$ cat config.mk
export PLATFORM = sky130hd
export DESIGN_NAME = multicycle_control
export DESIGN_NICKNAME = d
export VERILOG_FILES = /design/src/rtl/multicycle_control.sv
export SDC_FILE = /design/constraint.sdc
export NUM_CORES = 1
export LEC_CHECK = 0
export ABC_AREA = 1
export BUFFER_PORTS_ARGS = -buffer_cell sky130_fd_sc_hd__buf_4
export CORE_MARGIN = 3
export CORE_UTILIZATION = 30
export CTS_CLUSTER_SIZE = 20
export DETAILED_ROUTE_END_ITERATION = 8
export SETUP_SLACK_MARGIN = 0.15
export SYNTH_ARGS = -nofsm -noshare
export SYNTH_HDL_FRONTEND = slang
export SYNTH_SLANG_ARGS = --single-unit
$ cat constraint.sdc
create_clock -name clk -period 2 [get_ports clk]
set_input_delay 0.2 -clock clk [delete_from_list [all_inputs] [get_ports clk]]
set_output_delay 0.2 -clock clk [all_outputs]
set_load 0.005 [all_outputs]
$ cat src/rtl/multicycle_control.sv
// Multi-cycle RV32I control FSM: sequences FETCH/DECODE/EXEC/MEM/WB, latches the
// instruction word and drives datapath controls, with illegal-opcode and memory-timeout traps.
module multicycle_control #(
  parameter int unsigned ALU_SEL_W      = 4,
  parameter int unsigned TIMEOUT_CYCLES = 16,
  parameter int unsigned TO_CNT_W       = 5
) (
  input  logic                 clk,
  input  logic                 rst_n,
  output logic                 imem_req,
  input  logic                 imem_ready,
  input  logic [31:0]          imem_rdata,
  output logic                 dmem_req,
  output logic                 dmem_we,
  input  logic                 dmem_ready,
  input  logic                 br_cond,
  output logic [31:0]          ir,
  output logic                 reg_write,
  output logic                 mem_to_reg,
  output logic                 alu_src,
  output logic [ALU_SEL_W-1:0] alu_sel,
  output logic                 pc_we,
  output logic [1:0]           pc_src,
  output logic                 instr_done,
  output logic                 illegal,
  output logic                 timeout,
  output logic [2:0]           state
);

  typedef enum logic [2:0] {
    S_START  = 3'd0,
    S_FETCH  = 3'd1,
    S_DECODE = 3'd2,
    S_EXEC   = 3'd3,
    S_MEM    = 3'd4,
    S_WB     = 3'd5,
    S_TRAP   = 3'd6
  } state_e;

  localparam logic [6:0] OP_R      = 7'b0110011;
  localparam logic [6:0] OP_I      = 7'b0010011;
  localparam logic [6:0] OP_LOAD   = 7'b0000011;
  localparam logic [6:0] OP_STORE  = 7'b0100011;
  localparam logic [6:0] OP_BRANCH = 7'b1100011;
  localparam logic [6:0] OP_JAL    = 7'b1101111;
  localparam logic [6:0] OP_JALR   = 7'b1100111;
  localparam logic [6:0] OP_LUI    = 7'b0110111;
  localparam logic [6:0] OP_AUIPC  = 7'b0010111;

  localparam logic [3:0] ALU_AND  = 4'b0000;
  localparam logic [3:0] ALU_OR   = 4'b0001;
  localparam logic [3:0] ALU_ADD  = 4'b0010;
  localparam logic [3:0] ALU_SLL  = 4'b0011;
  localparam logic [3:0] ALU_XOR  = 4'b0100;
  localparam logic [3:0] ALU_SRA  = 4'b0101;
  localparam logic [3:0] ALU_SUB  = 4'b0110;
  localparam logic [3:0] ALU_SRL  = 4'b0111;
  localparam logic [3:0] ALU_SLT  = 4'b1000;
  localparam logic [3:0] ALU_SLTU = 4'b1001;

  localparam logic [TO_CNT_W-1:0] TO_LIMIT = TO_CNT_W'(TIMEOUT_CYCLES);

  state_e              state_q, state_d;
  logic [31:0]         ir_q, ir_d;
  logic                illegal_q, illegal_d;
  logic                timeout_q, timeout_d;
  logic [TO_CNT_W-1:0] to_cnt_q, to_cnt_d;

  logic       is_r, is_i, is_load, is_store, is_branch, is_jal, is_jalr, is_lui, is_auipc;
  logic       dec_legal, dec_src, wait_expired;
  logic [3:0] dec_alu, f3_alu, alu_full;

  // Instruction decode from the latched IR
  always_comb begin
    is_r      = (ir_q[6:0] == OP_R);
    is_i      = (ir_q[6:0] == OP_I);
    is_load   = (ir_q[6:0] == OP_LOAD);
    is_store  = (ir_q[6:0] == OP_STORE);
    is_branch = (ir_q[6:0] == OP_BRANCH);
    is_jal    = (ir_q[6:0] == OP_JAL);
    is_jalr   = (ir_q[6:0] == OP_JALR);
    is_lui    = (ir_q[6:0] == OP_LUI);
    is_auipc  = (ir_q[6:0] == OP_AUIPC);

    case (ir_q[14:12])
      3'b000:  f3_alu = (is_r && ir_q[30]) ? ALU_SUB : ALU_ADD;
      3'b001:  f3_alu = ALU_SLL;
      3'b010:  f3_alu = ALU_SLT;
      3'b011:  f3_alu = ALU_SLTU;
      3'b100:  f3_alu = ALU_XOR;
      3'b101:  f3_alu = ir_q[30] ? ALU_SRA : ALU_SRL;
      3'b110:  f3_alu = ALU_OR;
      default: f3_alu = ALU_AND;
    endcase

    dec_alu = ALU_ADD;
    if (is_r || is_i) begin
      dec_alu = f3_alu;
    end else if (is_branch) begin
      dec_alu = ALU_SUB;
    end
    dec_src = !(is_r || is_branch);

    dec_legal = is_r || is_i || is_load || is_store || is_branch ||
                is_jal || is_jalr || is_lui || is_auipc;
    if (is_r && (ir_q[31:25] != 7'b0000000) && (ir_q[31:25] != 7'b0100000)) begin
      dec_legal = 1'b0;
    end
    // The 3-bit ALU select has no encoding for the compare ops
    if ((ALU_SEL_W < 4) && (is_r || is_i) && (ir_q[14:13] == 2'b01)) begin
      dec_legal = 1'b0;
    end
  end

  always_ff @(posedge clk or negedge rst_n) begin
    if (!rst_n) begin
      state_q   <= S_START;
      ir_q      <= '0;
      illegal_q <= 1'b0;
      timeout_q <= 1'b0;
      to_cnt_q  <= '0;
    end else begin
      state_q   <= state_d;
      ir_q      <= ir_d;
      illegal_q <= illegal_d;
      timeout_q <= timeout_d;
      to_cnt_q  <= to_cnt_d;
    end
  end

  assign wait_expired = (TIMEOUT_CYCLES != 0) && (to_cnt_q == TO_LIMIT);

  // The wait counter only holds a value while stalled in FETCH/MEM, so every
  // entry into either state starts it from zero.
  always_comb begin
    state_d   = state_q;
    ir_d      = ir_q;
    illegal_d = illegal_q;
    timeout_d = timeout_q;
    to_cnt_d  = '0;
    case (state_q)
      S_START: state_d = S_FETCH;
      S_FETCH: begin
        if (imem_ready) begin
          ir_d    = imem_rdata;
          state_d = S_DECODE;
        end else if (wait_expired) begin
          state_d   = S_TRAP;
          timeout_d = 1'b1;
        end else if (to_cnt_q != '1) begin
          to_cnt_d = to_cnt_q + TO_CNT_W'(1);
        end else begin
          to_cnt_d = to_cnt_q;
        end
      end
      S_DECODE: begin
        if (dec_legal) begin
          state_d = S_EXEC;
        end else begin
          state_d   = S_TRAP;
          illegal_d = 1'b1;
        end
      end
      S_EXEC: begin
        if (is_branch) begin
          state_d = S_FETCH;
        end else if (is_load || is_store) begin
          state_d = S_MEM;
        end else begin
          state_d = S_WB;
        end
      end
      S_MEM: begin
        if (dmem_ready) begin
          state_d = is_load ? S_WB : S_FETCH;
        end else if (wait_expired) begin
          state_d   = S_TRAP;
          timeout_d = 1'b1;
        end else if (to_cnt_q != '1) begin
          to_cnt_d = to_cnt_q + TO_CNT_W'(1);
        end else begin
          to_cnt_d = to_cnt_q;
        end
      end
      S_WB:    state_d = S_FETCH;
      default: state_d = S_TRAP;
    endcase
  end

  always_comb begin
    imem_req   = 1'b0;
    dmem_req   = 1'b0;
    dmem_we    = 1'b0;
    reg_write  = 1'b0;
    mem_to_reg = 1'b0;
    alu_src    = 1'b0;
    alu_full   = ALU_ADD;
    pc_we      = 1'b0;
    pc_src     = 2'd0;
    instr_done = 1'b0;
    case (state_q)
      S_FETCH: imem_req = 1'b1;
      S_DECODE: begin
        alu_src  = dec_src;
        alu_full = dec_alu;
      end
      S_EXEC: begin
        alu_src  = dec_src;
        alu_full = dec_alu;
        if (is_branch) begin
          pc_we      = 1'b1;
          pc_src     = br_cond ? 2'd1 : 2'd0;
          instr_done = 1'b1;
        end
      end
      S_MEM: begin
        alu_src  = dec_src;
        alu_full = dec_alu;
        dmem_req = 1'b1;
        dmem_we  = is_store;
        if (dmem_ready && is_store) begin
          pc_we      = 1'b1;
          instr_done = 1'b1;
        end
      end
      S_WB: begin
        alu_src    = dec_src;
        alu_full   = dec_alu;
        reg_write  = 1'b1;
        mem_to_reg = is_load;
        pc_we      = 1'b1;
        instr_done = 1'b1;
        pc_src     = is_jal ? 2'd1 : (is_jalr ? 2'd2 : 2'd0);
      end
      default: ;
    endcase
  end

  assign alu_sel = alu_full[ALU_SEL_W-1:0];
  assign ir      = ir_q;
  assign illegal = illegal_q;
  assign timeout = timeout_q;
  assign state   = state_q;

endmodule

# [Word-level counts from Yosys, hierarchy flattened]
# Index checks and enable logic that the tools add are counted.
# Widths: inputs -> output; s select.
[classes] n_addsub=1 n_eq_ne=25 muxes=38 bitwise=1 reduce_logical=24
[op_table] operator="$pmux 4 s7" count=1
[op_table] operator="$mux 3" count=8
[op_table] operator="$eq 7x6->1 const B" count=3
[op_table] operator="$eq 7x7->1 const B" count=3
[op_table] operator="$mux 5" count=4
[op_table] operator="$eq 3x3->1 const B" count=5
[op_table] operator="$mux 1" count=15
[op_table] operator="$pmux 3 s5" count=1
[op_table] operator="$eq 7x5->1 const B" count=2
[op_table] operator="$eq 3x2->1 const B" count=4
[op_table] operator="$logic_or 1x1->1" count=10
[op_table] operator="$pmux 5 s2" count=1
[op_table] operator="$mux 4" count=2
[op_table] operator="$eq 7x2->1 const B" count=1
[op_table] operator="$ne 7x6->1 const B" count=1
[op_table] operator="$reduce_bool 7->1" count=1
[op_table] operator="$eq 3x1->1 const B" count=2
[op_table] operator="$logic_not 3->1" count=2
[op_table] operator="$mux 2" count=3
[op_table] operator="$add 5x1->5 const B" count=1
[op_table] operator="$eq 5x5->1 const B" count=1
[op_table] operator="$ne 5x5->1 const B" count=1
[op_table] operator="$logic_and 1x1->1" count=4
[op_table] operator="$ne 2x2->1 const B" count=2
[op_table] operator="other kinds (10)" count=11
[word_totals] ff_bits=42 input_bits=37 output_inout_bits=51

# [Longest topological paths before layout]
[logic_depth] depth_word=12 mapped_depth=10

# [Worst setup path after synthesis]
# OpenSTA, ideal clock, no wires.
[synth_timing] kind="flip-flop to output port" startpoint="register state_q[0], in the netlist state[0]" endpoint="output port pc_we" t_arrival_ns=1.144 slack_ns=0.656 stages_incl_launch_ff=7 path_buffers=1 path_cell_list="dfrtp_1 -> nor2_1 -> nand2_1 -> nor2_1 -> nand2_1 -> nand3_1 -> buf_4"
[synth_between] elab_chain_cells=2
[synth_rtl] item="start, declared" line_no="63" source="state_e state_q, state_d;"
[synth_rtl] item="start signal, assigned" line_no="123" source="state_q <= state_d;"
[synth_rtl] item="$eq 3x3->1 / $eq 3x2->1 (equally long branches)"
[synth_rtl] item="$pmux 1 s3 *"
[synth_rtl] item="end, declared" line_no="22" source="output logic pc_we,"
# Mark *: on every way between the ends. The rest lies on a longest branch, timed or not.

# [Worst setup path after layout]
[layout_timing] startpoint="register ir_q[4], in the netlist ir[4]" endpoint="output port alu_sel[2]"
[layout_between] elab_chain_cells=6
[layout_rtl] item="start, declared" line_no="64" source="logic [31:0] ir_q, ir_d;"
[layout_rtl] item="start signal, assigned" line_no="124" source="ir_q <= ir_d;"
[layout_rtl] item="$eq 7x6->1" line_no="75" source="is_r = (ir_q[6:0] == OP_R);"
[layout_rtl] item="$logic_and 1x1->1" line_no="86" source="3'b000: f3_alu = (is_r && ir_q[30]) ? ALU_SUB : ALU_ADD;"
[layout_rtl] item="$mux 3" line_no="86"
[layout_rtl] item="$pmux 4 s7" line_no="85" source="case (ir_q[14:12])"
[layout_rtl] item="$mux 4 *" line_no="97" source="if (is_r || is_i) begin"
[layout_rtl] item="$mux 4 *" line_no="201" source="case (state_q)"
[layout_rtl] item="end, declared" line_no="21" source="output logic [ALU_SEL_W-1:0] alu_sel,"
# Marks and branches as above.

==> results_dict.tcl <==
set metrics [dict create \
    status "finished clean" \
    die_h_um 89.2 \
    drt-initial-drc-count 77 \
    grt_setup_unrepaired "true" \
    synth_edf_count 0 \
    final_max_slew_viol_count 0 \
    fillCellCount 685 \
    grt_pass1_wl_mm 9.16 \
    synth.largest_area_cell "dfrtp_1" \
    initial_core_util_pct 31.8 \
    syn_avg_cell_area_um2 7.47 \
    synth_flop_cell "dfrtp_1" \
    via_per_inst 4.45 \
    drtPass1Iterations 6 \
    die_area_um2 7960 \
    pwr-share-clk_pct 34.0 \
    antenna_found_initial 0 \
    vias 1999 \
    finalWorstPathRequiredPeriod_ps 1750 \
    numPortBuffers 87 \
    grt_use_total_pct 14.7 \
    p_int_mw 1.27 \
    grt_pass1_vias 1983 \
    synth.most_common_cell "nand2_1" \
    async_flop_share_pct 100 \
    dp_hpwl_mm 4.18 \
    worst-path-stages 6 \
    wl_mm 5.52 \
    post-route-drc-count 0 \
    insertion_delay_ps 290 \
    holdCritStartpoint "imem_rdata[11]" \
    cts_tree "yes" \
    r2r_cells 8 \
    hold_class "in2reg" \
    yosys-top-cells-area "dfrtp_1, nand2_1, nor2_1" \
    fin_skew_ps 5.30 \
    r2r_slack_ps 490 \
    nNetsFinal 410 \
    worstHoldPathCells 3 \
    clockBufferDepth 2 \
    grt_overflow 0 \
    die_w_um 89.2 \
    htreeDepth 2 \
    path_class "reg2out" \
    drive_gt1_share_pct 33.3 \
    switchingPower_uw 392 \
    grt_start_max_net_pins 43 \
    synthTopCellsByCount "nand2_1, dfrtp_1, nor2_1, inv_1, nand3_1" \
    setup_ws_ps 250 \
    p_sw_share_pct 23.6 \
    synth_nets 317 \
    cts_buffers 5 \
    seqPwrFrac_pct 55.0 \
    cp-end-kind "output pin" \
    area_growth_pct 42.3 \
    ant_nets 0 \
    fmax_mhz 571 \
    synth.distinct_cells 24 \
    required_ps 1800 \
    clock_sinks 42 \
    finalSetupViolCount 0 \
    p_leak_nw 1.62 \
    hold_violations 0 \
    place_congestion 0.836 \
    max_cap_violations 0 \
    irDropWorstVdd_mv 0.272 \
    ys_warn_count 0 \
    crit_fanout 6 \
    syn_area_um2 2080 \
    synthCells 278 \
    fp-row-count 29 \
    crit_family "flip-flops" \
    fin_crit_sh_pct 87.5 \
    path_buf_inv 3 \
    route.detailed.wl_per_inst_um 12.3 \
    cp_slowest_cell "dfrtp_1" \
    synth_top_area_share_pct 50.6 \
    cpPeakStageDelay_ps 410 \
    cts-root-buf "clkbuf_8" \
    rr_endpoint "ir[5]$_DFFE_PN0P_" \
    power_density_nw_per_um2 561 \
    pwr-share-comb_pct 11.0 \
    hold_end "ir[11]$_DFFE_PN0P_" \
    pre_cts_ws_ps 450 \
    worstPathArrival_ps 1550 \
    ios 88 \
    timing.rr.start "state[1]$_DFF_PN0_" \
    fin_setup_tns_ps 0 \
    seq_area_frac_synth_pct 50.6 \
    insertedDiodeCount 0 \
    clk_pin_slew_worst_paths_ps 80 \
    ys_seq_elements 42 \
    relSlewSlack_pct 63.7 \
    start_kind "flip-flop" \
    path_cells "inv_1 > nand3_1 > a21oi_1 > nand3_1 > inv_1 > buf_4" \
    core_area_um2 6530 \
    tightest_slew_ps 544 \
]
[power groups by stage]
stage / sequential [mW] / combinational [mW] / clock, mW
after floorplan: 0.928 / 0.0424 / 0
after global placement: 0.929 / 0.181 / 0
after detailed placement: 0.929 / 0.183 / 0
after CTS: 0.913 / 0.184 / 0.595
after global routing: 0.919 / 0.208 / 0.629
final: 0.913 / 0.183 / 0.563
[registers in the layout (all words and copies together), names as in the netlist]
name / cells
state: 3
ir: 32
to_cnt_q: 5
illegal: 1
timeout: 1
[layer usage]
metal | vias up | global-route usage, % | wire length (um)
li1 | 1037 | - | -
met1 | 881 | 19.3 | 2500
met5 | - | 0 | 0
met2 | 73 | 22.6 | 2380
met4 | 0 | 4.47 | 77
met3 | 8 | 5.71 | 570
[placed cells by master (no fill, tap or decap), types with 2 or more instances in the layout]
cell type,count
inv_1,20
buf_4,92
nand2_2,4
clkbuf_8,6
nor2_4,3
nand2_1,126
nor2_1,20
a21oi_1,7
o21ai_0,11
nor3_1,2
dfrtp_2,3
inv_2,4
dfrtp_1,39
nand3_1,14
nor2_2,7
ha_1,2
[cells by family after synthesis]
kind of cell	synth area share, %
AOI/OAI and AO/OA	5.78
xor gates and xnor gates	0.422
adders and majority gates	1.20
buffers and inverters	6.75
DFF	50.6
and+or+nand+nor	35.2
[worst register-to-register path: stages, from the launching register on]
cell	delay [ps]
dfrtp_2	450
inv_2	70
nand2_2	70
nor2_4	130
inv_2	60
nor2_4	190
inv_2	240
nand2_1	130
nand2_1	50
[final cells by class]
type | instances | area (um2) | share of cell area (%)
Clock inverter | 1 | 5.00 | 0.169
Inverter | 24 | 90.1 | 3.05
Multi-Input combinational cell | 205 | 923 | 31.2
Tap cell | 77 | 96.3 | 3.26
Timing Repair Buffer | 93 | 701 | 23.7
Sequential cell | 42 | 1050 | 35.7
Clock buffer | 7 | 86.3 | 2.92
[worst max-delay path by stage]
stage	from	to
finish	ir[4]$_DFFE_PN0P_	alu_sel[2]
global route	ir[0]$_DFFE_PN0P_	alu_sel[2]
CTS	state[1]$_DFF_PN0_	alu_src
detailed placement	state[2]$_DFF_PN0_	alu_src
global placement	ir[1]$_DFFE_PN0P_	alu_sel[2]
floorplan	state[0]$_DFF_PN0_	pc_we
[repair_timing]
action | CTS | global route
hold buffers | 1 | 0
pin swaps | 0 | 3
resized for setup | 1 | 16
endpoints found under the setup margin | 3 | 8
endpoints found under the hold margin | 42 | 0
buffers inserted | 0 | 3
gates cloned | 0 | 0
[metrics by stage]
stage	hold WS [ps]	util, %	area (um2)	instances	total power [mW]
2_1_floorplan	-95.6	-	2080	278	0.970
3_3_place_gp	228	42.7	2790	437	1.11
3_5_place_dp	231	42.7	2790	437	1.11
4_1_cts	92.9	44.3	2890	446	1.69
5_1_grt	104	45.3	2960	449	1.76
6_report	104	45.3	2960	449	1.66
No activity file was read; power rests on OpenSTA's default activity.
